`src/rtl/relu_bwd_ctrl.sv`:
```
// relu_bwd_ctrl: sequencer for the ReLU stage of the adapter's backward pass.
// A forward capture records one clamped bit per activation.
// A backward pass then streams gradients through in the same order,
// zeroing those whose activation was clamped.
// Optional build macro: RELU_BWD_PASS_NAN_EN. When it is defined, a NaN gradient is
// forwarded unchanged even at a clamped position, so numeric faults stay visible.

module relu_bwd_ctrl #(
   parameter int BITWIDTH = 16,
   parameter int DEPTH    = 64
) (
   input  logic                       clk,
   input  logic                       rst,
   input  logic                       start_fwd,
   input  logic                       start_bwd,
   input  logic [$clog2(DEPTH+1)-1:0] len,
   input  logic                       fwd_valid,
   output logic                       fwd_ready,
   input  logic [BITWIDTH+1:0]        fwd_data,
   input  logic                       bwd_in_valid,
   output logic                       bwd_in_ready,
   input  logic [BITWIDTH+1:0]        bwd_in_data,
   output logic                       bwd_out_valid,
   input  logic                       bwd_out_ready,
   output logic [BITWIDTH+1:0]        bwd_out_data,
   output logic                       busy,
   output logic                       done,
   output logic                       err
);

   localparam int LW = $clog2(DEPTH+1);
   localparam int IW = (DEPTH > 1) ? $clog2(DEPTH) : 1;
   localparam int DW = BITWIDTH + 2;

   typedef enum logic [2:0] {
      S_IDLE,
      S_CAPTURE,
      S_BACKWARD,
      S_DRAIN,
      S_DONE
   } state_t;

   state_t          state;
   state_t          state_nxt;

   logic [LW-1:0]    idx;
   logic [LW-1:0]    len_q;
   logic [LW-1:0]    mask_len;
   logic             mask_valid;
   logic [DEPTH-1:0] mask;
   logic             out_valid;
   logic [DW-1:0]    out_data;
   logic             err_q;

   logic             fwd_fire;
   logic             bwd_in_fire;
   logic             last_beat;
   logic             len_too_big;
   logic             bwd_reject;
   logic             fwd_clamped;
   logic             grad_zeroed;
   logic [DW-1:0]    grad_gated;
   logic             unused_fwd_bits;

   // Only the exception field and the sign bit decide clamping.
   assign unused_fwd_bits = ^fwd_data[BITWIDTH-2:0];

   // Clamp classification of the incoming pre-activation and gating of the incoming gradient.
   always_comb begin
      fwd_clamped = (fwd_data[DW-1:DW-2] == 2'b00) ||
                    (fwd_data[DW-1:DW-2] == 2'b11) ||
                    fwd_data[BITWIDTH-1];
`ifdef RELU_BWD_PASS_NAN_EN
      grad_zeroed = mask[idx[IW-1:0]] && (bwd_in_data[DW-1:DW-2] != 2'b11);
`else
      grad_zeroed = mask[idx[IW-1:0]];
`endif
      grad_gated  = grad_zeroed ? '0 : bwd_in_data;
   end

   // Handshakes, start qualification, outputs derived from state, and next-state selection.
   always_comb begin
      fwd_ready     = 1'b0;
      bwd_in_ready  = 1'b0;
      busy          = 1'b0;
      done          = 1'b0;
      state_nxt     = state;

      fwd_ready     = (state == S_CAPTURE);
      bwd_in_ready  = (state == S_BACKWARD) && (!out_valid || bwd_out_ready);
      busy          = (state != S_IDLE);
      done          = (state == S_DONE);

      fwd_fire      = fwd_valid && fwd_ready;
      bwd_in_fire   = bwd_in_valid && bwd_in_ready;
      last_beat     = ((idx + LW'(1)) == len_q);
      len_too_big   = (len > LW'(DEPTH));
      bwd_reject    = len_too_big || !mask_valid || (len != mask_len);

      case (state)
         S_IDLE: begin
            if (start_fwd) begin
               state_nxt = (len_too_big || len == '0) ? S_DONE : S_CAPTURE;
            end else if (start_bwd) begin
               state_nxt = (bwd_reject || len == '0) ? S_DONE : S_BACKWARD;
            end
         end
         S_CAPTURE: begin
            if (fwd_fire && last_beat) state_nxt = S_DONE;
         end
         S_BACKWARD: begin
            if (bwd_in_fire && last_beat) state_nxt = S_DRAIN;
         end
         S_DRAIN: begin
            if (!out_valid || bwd_out_ready) state_nxt = S_DONE;
         end
         S_DONE: begin
            state_nxt = S_IDLE;
         end
         default: begin
            state_nxt = S_IDLE;
         end
      endcase
   end

   // State register; reset aborts any pass immediately.
   always_ff @(posedge clk or posedge rst) begin
      if (rst) state <= S_IDLE;
      else     state <= state_nxt;
   end

   // Pass bookkeeping: element index, pass length, mask validity, sticky error, output register.
   always_ff @(posedge clk or posedge rst) begin
      if (rst) begin
         idx        <= '0;
         len_q      <= '0;
         mask_len   <= '0;
         mask_valid <= 1'b0;
         err_q      <= 1'b0;
         out_valid  <= 1'b0;
         out_data   <= '0;
      end else begin
         case (state)
            S_IDLE: begin
               if (start_fwd) begin
                  err_q <= len_too_big;
                  idx   <= '0;
                  len_q <= len;
                  if (!len_too_big) begin
                     mask_valid <= (len == '0);
                     mask_len   <= '0;
                  end
               end else if (start_bwd) begin
                  err_q <= bwd_reject;
                  idx   <= '0;
                  len_q <= len;
               end
            end
            S_CAPTURE: begin
               if (fwd_fire) begin
                  idx <= idx + LW'(1);
                  if (last_beat) begin
                     mask_valid <= 1'b1;
                     mask_len   <= len_q;
                  end
               end
            end
            S_BACKWARD: begin
               if (bwd_in_fire) idx <= idx + LW'(1);
            end
            default: begin
            end
         endcase

         if (bwd_in_fire) begin
            out_valid <= 1'b1;
            out_data  <= grad_gated;
         end else if (out_valid && bwd_out_ready) begin
            out_valid <= 1'b0;
         end
      end
   end

   // Mask storage is deliberately left unreset; mask_valid alone says whether it is usable.
   always_ff @(posedge clk) begin
      if (fwd_fire) mask[idx[IW-1:0]] <= fwd_clamped;
   end

   assign bwd_out_valid = out_valid;
   assign bwd_out_data  = out_data;
   assign err           = err_q;

endmodule
```
`config.mk`:
```
export PLATFORM = sky130hd
export DESIGN_NAME = relu_bwd_ctrl
export DESIGN_NICKNAME = d
export VERILOG_FILES = /design/src/rtl/relu_bwd_ctrl.sv
export SDC_FILE = /design/constraint.sdc
export NUM_CORES = 1
export LEC_CHECK = 0
export ABC_AREA = 1
export CAP_MARGIN = 20
export CORE_AREA = 2 2 150 152
export CTS_BUF_LIST = sky130_fd_sc_hd__clkbuf_8
export CTS_CLUSTER_DIAMETER = 30
export DETAILED_ROUTE_END_ITERATION = 6
export DIE_AREA = 0 0 152 154
export GPL_TIMING_DRIVEN = 0
export PLACE_DENSITY = 0.47
export SLEW_MARGIN = 20
export SYNTH_ARGS = -nofsm -noshare
export SYNTH_HDL_FRONTEND = slang
export SYNTH_SLANG_ARGS = --single-unit
export TNS_END_PERCENT = 50
```
`constraint.sdc`:
```
create_clock -name clk -period 2 [get_ports clk]
set_input_delay 0.2 -clock clk [delete_from_list [all_inputs] [get_ports clk]]
set_output_delay 0.2 -clock clk [all_outputs]
set_load 0.02 [all_outputs]
```
==> results of run 1 <==
## cell type report
cell class	instances	area, um2
fill	2317	14700
sequential	109	3050
multi-input combinational	456	2190
timing repair buffer	73	779
tap	280	350
inverter	56	215
buffer	18	151
clock buffer	9	124
clock inverter	6	85.1
## kinds of logic after synthesis
family | after synthesis | share of synthesized area [%]
AO/OA/AOI/OAI | 62 | 6.23
XOR/XNOR | 1 | 0.163
adder cells (fa/ha/maj) | 1 | 0.232
buffers and inverters | 74 | 5.88
flip-flops | 109 | 56.6
AND/OR/NAND/NOR | 392 | 30.9
## path summary, 6_finish.rpt
kind	to	depth (start not counted)
max	bwd_out_data[11]	12
min	bwd_out_data[14]	2
max reg2reg	bwd_out_data[11]	12
min reg2reg	bwd_out_data[12]	2
max in group asynchronous	idx[0]	3
min in group clk	bwd_out_valid	2
## worst max-delay path: cells and delay by family (launching register included)
| kind | cells | cell delay [ns] |
|---|---|---|
| AND/OR/NAND/NOR | 7 | 0.68 |
| buffers and inverters | 4 | 0.52 |
| AO/OA/AOI/OAI | 1 | 0.19 |
| flip-flops | 1 | 0.49 |
## cells in the final DEF, fill, tap and decap left out, types with 9 or more instances in the layout
cell type / instances
a21oi_1: 20
edfxtp_1: 64
dfrtp_1: 43
buf_4: 9
nand3b_1: 20
clkdlybuf4s50_1: 55
inv_1: 45
inv_2: 10
nor2_1: 90
o21ai_0: 11
nand2_2: 12
buf_6: 9
nand3_1: 25
o21ai_1: 10
clkbuf_8: 9
nand2_1: 204
## metal layers
layer	wire [um]	vias to the layer above
met5	0	-
met4	113	0
met3	396	8
met2	6650	57
met1	6880	2070
li1	-	2239
## synth_stat cells (all sizes together)
library cell / instances / share of area (%)
or2: 8 / 0.93
xnor2: 1 / 0.16
o21bai: 1 / 0.14
and2: 1 / 0.12
nor3: 9 / 0.93
ha: 1 / 0.23
inv: 56 / 3.9
edfxtp: 64 / 36
a21oi: 24 / 2.4
nand4: 6 / 0.70
nand3: 28 / 2.7
nor2: 101 / 7.4
dfrtp: 45 / 21
nand3b: 20 / 2.8
o21ai: 29 / 2.7
o22ai: 5 / 0.58
buf: 12 / 1.5
clkbuf: 6 / 0.44
o2111ai: 1 / 0.16
a22oi: 2 / 0.28
nand2: 219 / 15
## sequential cells by signal, indices dropped and copies added (netlist names)
signal         count
err                1
state              3
bwd_out_valid      1
len_q              7
idx                7
bwd_out_data      18
mask              64
mask_valid         1
mask_len           7
## report_power, final
group / switching [mW] / leakage, nW / internal [mW]
combinational: 1.55 / 1.55 / 1.14
clock: 0.784 / 0.109 / 0.701
sequential: 0.250 / 1.16 / 2.70
## through the flow
stage | worst slack [ns] | hold WS [ns] | power (mW) | cells | util, %
after floorplan | 0.0970 | 0.296 | 4.39 | 639 | -
after global placement | -0.913 | 0.464 | 5.28 | 977 | 29.1
after detailed placement | -0.182 | 0.464 | 5.31 | 980 | 29.5
after CTS | -0.00886 | 0.128 | 6.84 | 997 | 30.7
after global routing | -0.0725 | 0.138 | 7.63 | 1007 | 32.0
final | 0.0742 | 0.126 | 7.13 | 1007 | 32.0
## timing repair
item	CTS	global route
gates resized for setup	18	72
setup endpoints to repair	22	103
buffers inserted	2	7
pin swaps	2	17
cloned	0	3
==> results.ini, run 1 <==
[timing]
tightest_slew_ns=0.489
timing.fmax_ghz=0.519
rsz0062_at_grt=true
setup_viol=0
fin_crit_sh_pct=96.3
slew_violations=0
fin_crit_ns=1.93
setup_tns_ns=0
slew-limit-headroom_pct=67.3
hold_violations=0
clock-skew-final_ns=0.0167

[pwr]
cellLeakagePower_nw=2.82
p_per_area_nw_per_um2=1030
ir_worst_vdd_uv=391

[synth]
yosysWarnings=0
syn_inst=639
synthesis.nets=690
ys_types=33
syn-cell-area_um2=5380
yosysSeqAreaShare_pct=56.6
syn_avg_cell_area_um2=8.43
ys_ff_latch=109

[cts]
cts-hold-fix-buffers=0
cts_tree=built
clk_latency_ns=0.39
clkSinkCount=109
h-tree-depth=3
cts_root_buffer=clkbuf_8
clockBufferDepth=2
cts.clk_slew.worst_paths_ns=0.10
cts_buffers=9

[global_route]
grtUsageMet1_pct=16.5
grt_max_degree=30
track_usage_pct=12.2
grt_first_pass_wirelength_um=22800
grt_use_met3_pct=2.87
grt_overflow=0
antenna_found_initial=0
grt_busiest_layer=met2
grt_use_met2_pct=19.5
grt_pass1_vias=4271

[critical_path]
r2r-start=idx[0]
path_class=reg -> reg
worstSetupStartpoint=idx[0]
critical_path.startpoint_type=flip-flop
worstSetupEndpointType=flip-flop
critical_path_arrival_ns=2.25
cp_max_fo=8
r2r_setup_slack_ns=0.07
crit_path_top_delay_cell=dfrtp_2
cp_slowest_stage_delay_ns=0.49
worstPathCellList=buf_6 -> buf_6 -> nand3_1 -> inv_2 -> a22oi_1 -> nand3_1 -> nand2_1 -> nand2_1 -> nor2_4 -> buf_6 -> nand3b_1 -> nand2_1
crit_required_ns=2.32

[die]
die-area_um2=23400
core_um2=21700
rows=54
die_h_um=154
start_util_pct=24.8
ios=74
dieWidth_um=152

[placement]
io_buffer_count=58
routabilityCongestion=0.760
dp_hpwl_um=9680
placed_cell_area_um2=6390

[route]
routed_wirelength_um=14000
wire_per_inst_um=13.9
post-route-drc-count=0
antenna_left=0
routed_via_density=4.34
via_count=4374
drt_iter0_drc=263
drt_pre_antenna_iters=4

[finish]
drive_gt1_share_pct=14.7
areaGrowthSynthToFinish_pct=29.0
layout.nets=774
antenna_cells=0
final_area_um2=6950

[min_path]
worst_hold_path_type=in -> async

[outcome]
outcome=completed

[flow_run]
drv_cap=0

(Power assumes the default switching activity.)
==> inputs of run 2 (changes only) <==
CORE_AREA = 2 2 107 213   (was 2 2 150 152)
DIE_AREA = 0 0 109 215   (was 0 0 152 154)
clock period = 2.3 ns   (was 2 ns; I/O delays follow)
==> run 2 against run 1 <==
Net effect: die area is 0.12% higher; final cell count is 0.70% lower; sequential share of layout area is 1.9 points higher; sequential power is 13% lower; count of clock-buffer cells in the layout stayed put; setup slack worse by 0.011 ns; non-clock buffer count is 4 lower; critical endpoint is now busy; clock skew is 0.011 ns higher.
==> results.ini, run 2 (synthesis results as in run 1) <==
[placement]
dp_hpwl_um=9910
routabilityCongestion=0.783
io_buffer_count=58
placed_cell_area_um2=6370

[die]
rows=77
die_h_um=215
die-area_um2=23400
ios=74
dieWidth_um=109
start_util_pct=24.6
core_um2=21900

[critical_path]
cp_max_fo=6
critical_path_arrival_ns=2.01
worstSetupEndpointType=primary output
crit_required_ns=2.07
cp_slowest_stage_delay_ns=0.59
r2r-start=idx[0]
critical_path.startpoint_type=flip-flop
r2r_end=bwd_out_data[5]
r2r_cells=12
crit_family=buffers and inverters
path_buf_inv=2
r2r_setup_slack_ns=0.22
path_class=reg -> out
crit_path_top_delay_cell=clkdlybuf4s50_1
worstPathCellList=nor3_2 -> inv_1 -> clkdlybuf4s50_1
worstSetupStartpoint=state[1]
crit_end=busy
worst-path-stages=3

[pwr]
total_power_mw=5.82
cellLeakagePower_nw=2.74
p_per_area_nw_per_um2=874
ir_worst_vdd_uv=361

[route]
routed.top_layer=met4
post-route-drc-count=0
drt_pre_antenna_iters=4
via_count=4332
routed_wirelength_um=13600
dr_wl_met2_um=6640
wire_per_inst_um=13.6
met3WireLength_um=601
antenna_left=0
drt_iter0_drc=188
drt-met1-wl_um=6210
routed_via_density=4.33

[finish]
final_common_cell=nand2_1
num-fill-cells=2322
final_area_um2=6660
layout.nets=770
drive_gt1_share_pct=9.67
antenna_cells=0
layout_common_cells=nand2_1, nor2_1, edfxtp_1
areaGrowthSynthToFinish_pct=23.7
multi_input_area_um2=2040
seqCellArea_um2=3050
largest_reg_flops=64

[cts]
cts_root_buffer=clkbuf_8
cts-hold-fix-buffers=0
cts_tree=built
cts_buffers=9
h-tree-depth=3
clk_latency_ns=0.39
clockBufferDepth=2
clkSinkCount=109
cts.clk_slew.worst_paths_ns=0.12

[timing]
slew-limit-headroom_pct=63.6
timing.fmax_ghz=0.447
fin_crit_sh_pct=97.3
clock-skew-final_ns=0.0275
fin_crit_ns=2.24
tightest_slew_ns=0.545
hold_ws_ns=0.185
hold_violations=0
slew_violations=0
setup_viol=0
rsz0062_at_grt=true

[outcome]
outcome=completed

[flow_run]
drv_cap=0

[global_route]
grt_pass1_vias=4257
grt_first_pass_wirelength_um=22000
antenna_found_initial=0
grt_overflow=0
track_usage_pct=12.0
grt_max_degree=25

[min_path]
worst_hold_path_type=in -> async

## run 2: changes by cell type in the layout (fill, tap and decap cells not counted), moves of 3 or more
cell / change
o21ai_1: +7
nor2_4: -3
nor2_1: +5
o21ai_2: -7
buf_2: +4
clkbuf_4: -3
nand2_1: +13
nand2_4: -3
buf_6: -6
nand2_2: -10
inv_8: +3
inv_1: +3
## run 2: area by class of cell
class,count,area share (%)
Multi-Input combinational cell,456,30.6
Inverter,56,3.16
Buffer,18,1.69
Timing Repair Buffer,69,10.4
Clock buffer,9,1.86
Clock inverter,7,1.26
Sequential cell,109,45.8
Tap cell,276,5.19
## run 2: power by group
| group | leakage [nW] | switching [mW] | total, mW | internal (mW) |
|---|---|---|---|---|
| Combinational | 1.48 | 1.23 | 2.05 | 0.820 |
| Sequential | 1.16 | 0.205 | 2.56 | 2.35 |
| Clock | 0.106 | 0.770 | 1.21 | 0.444 |
| Total | 2.74 | 2.21 | 5.82 | 3.61 |
## run 2: repair_timing
action,CTS,global route
pin swaps,0,2
setup endpoints to repair,1,21
buffers inserted,0,8
resized for setup,1,12
## run 2: worst min-delay path by stage
stage | startpoint | end | slack, ns | cells past startpoint
floorplan | bwd_out_ready | bwd_out_valid | 0.33 | 1
global placement | bwd_out_data[8] | bwd_out_data[8] | 0.46 | 2
detailed placement | bwd_out_data[8] | bwd_out_data[8] | 0.47 | 2
CTS | rst | err | 0.19 | 2
global route | rst | err | 0.21 | 2
finish | rst | err | 0.18 | 2
## run 2: metrics by stage
step                      setup TNS (ns)  setup WS, ns  cells  util (%)
final                                  0        0.0628   1000      30.5
after global routing             -0.0567       -0.0567   1000      30.5
after CTS                              0        0.0145    992      30.1
after detailed placement               0         0.114    976      29.1
after global placement            -38.05        -0.543    973      28.9
after floorplan                        0         0.397    639         -
## run 2: per-layer routing
metal | vias up | track usage (%)
met1 | 2014 | 15.6
li1 | 2225 | -
met2 | 82 | 20.1
met3 | 11 | 2.67
met5 | - | 0
met4 | 0 | 2.56
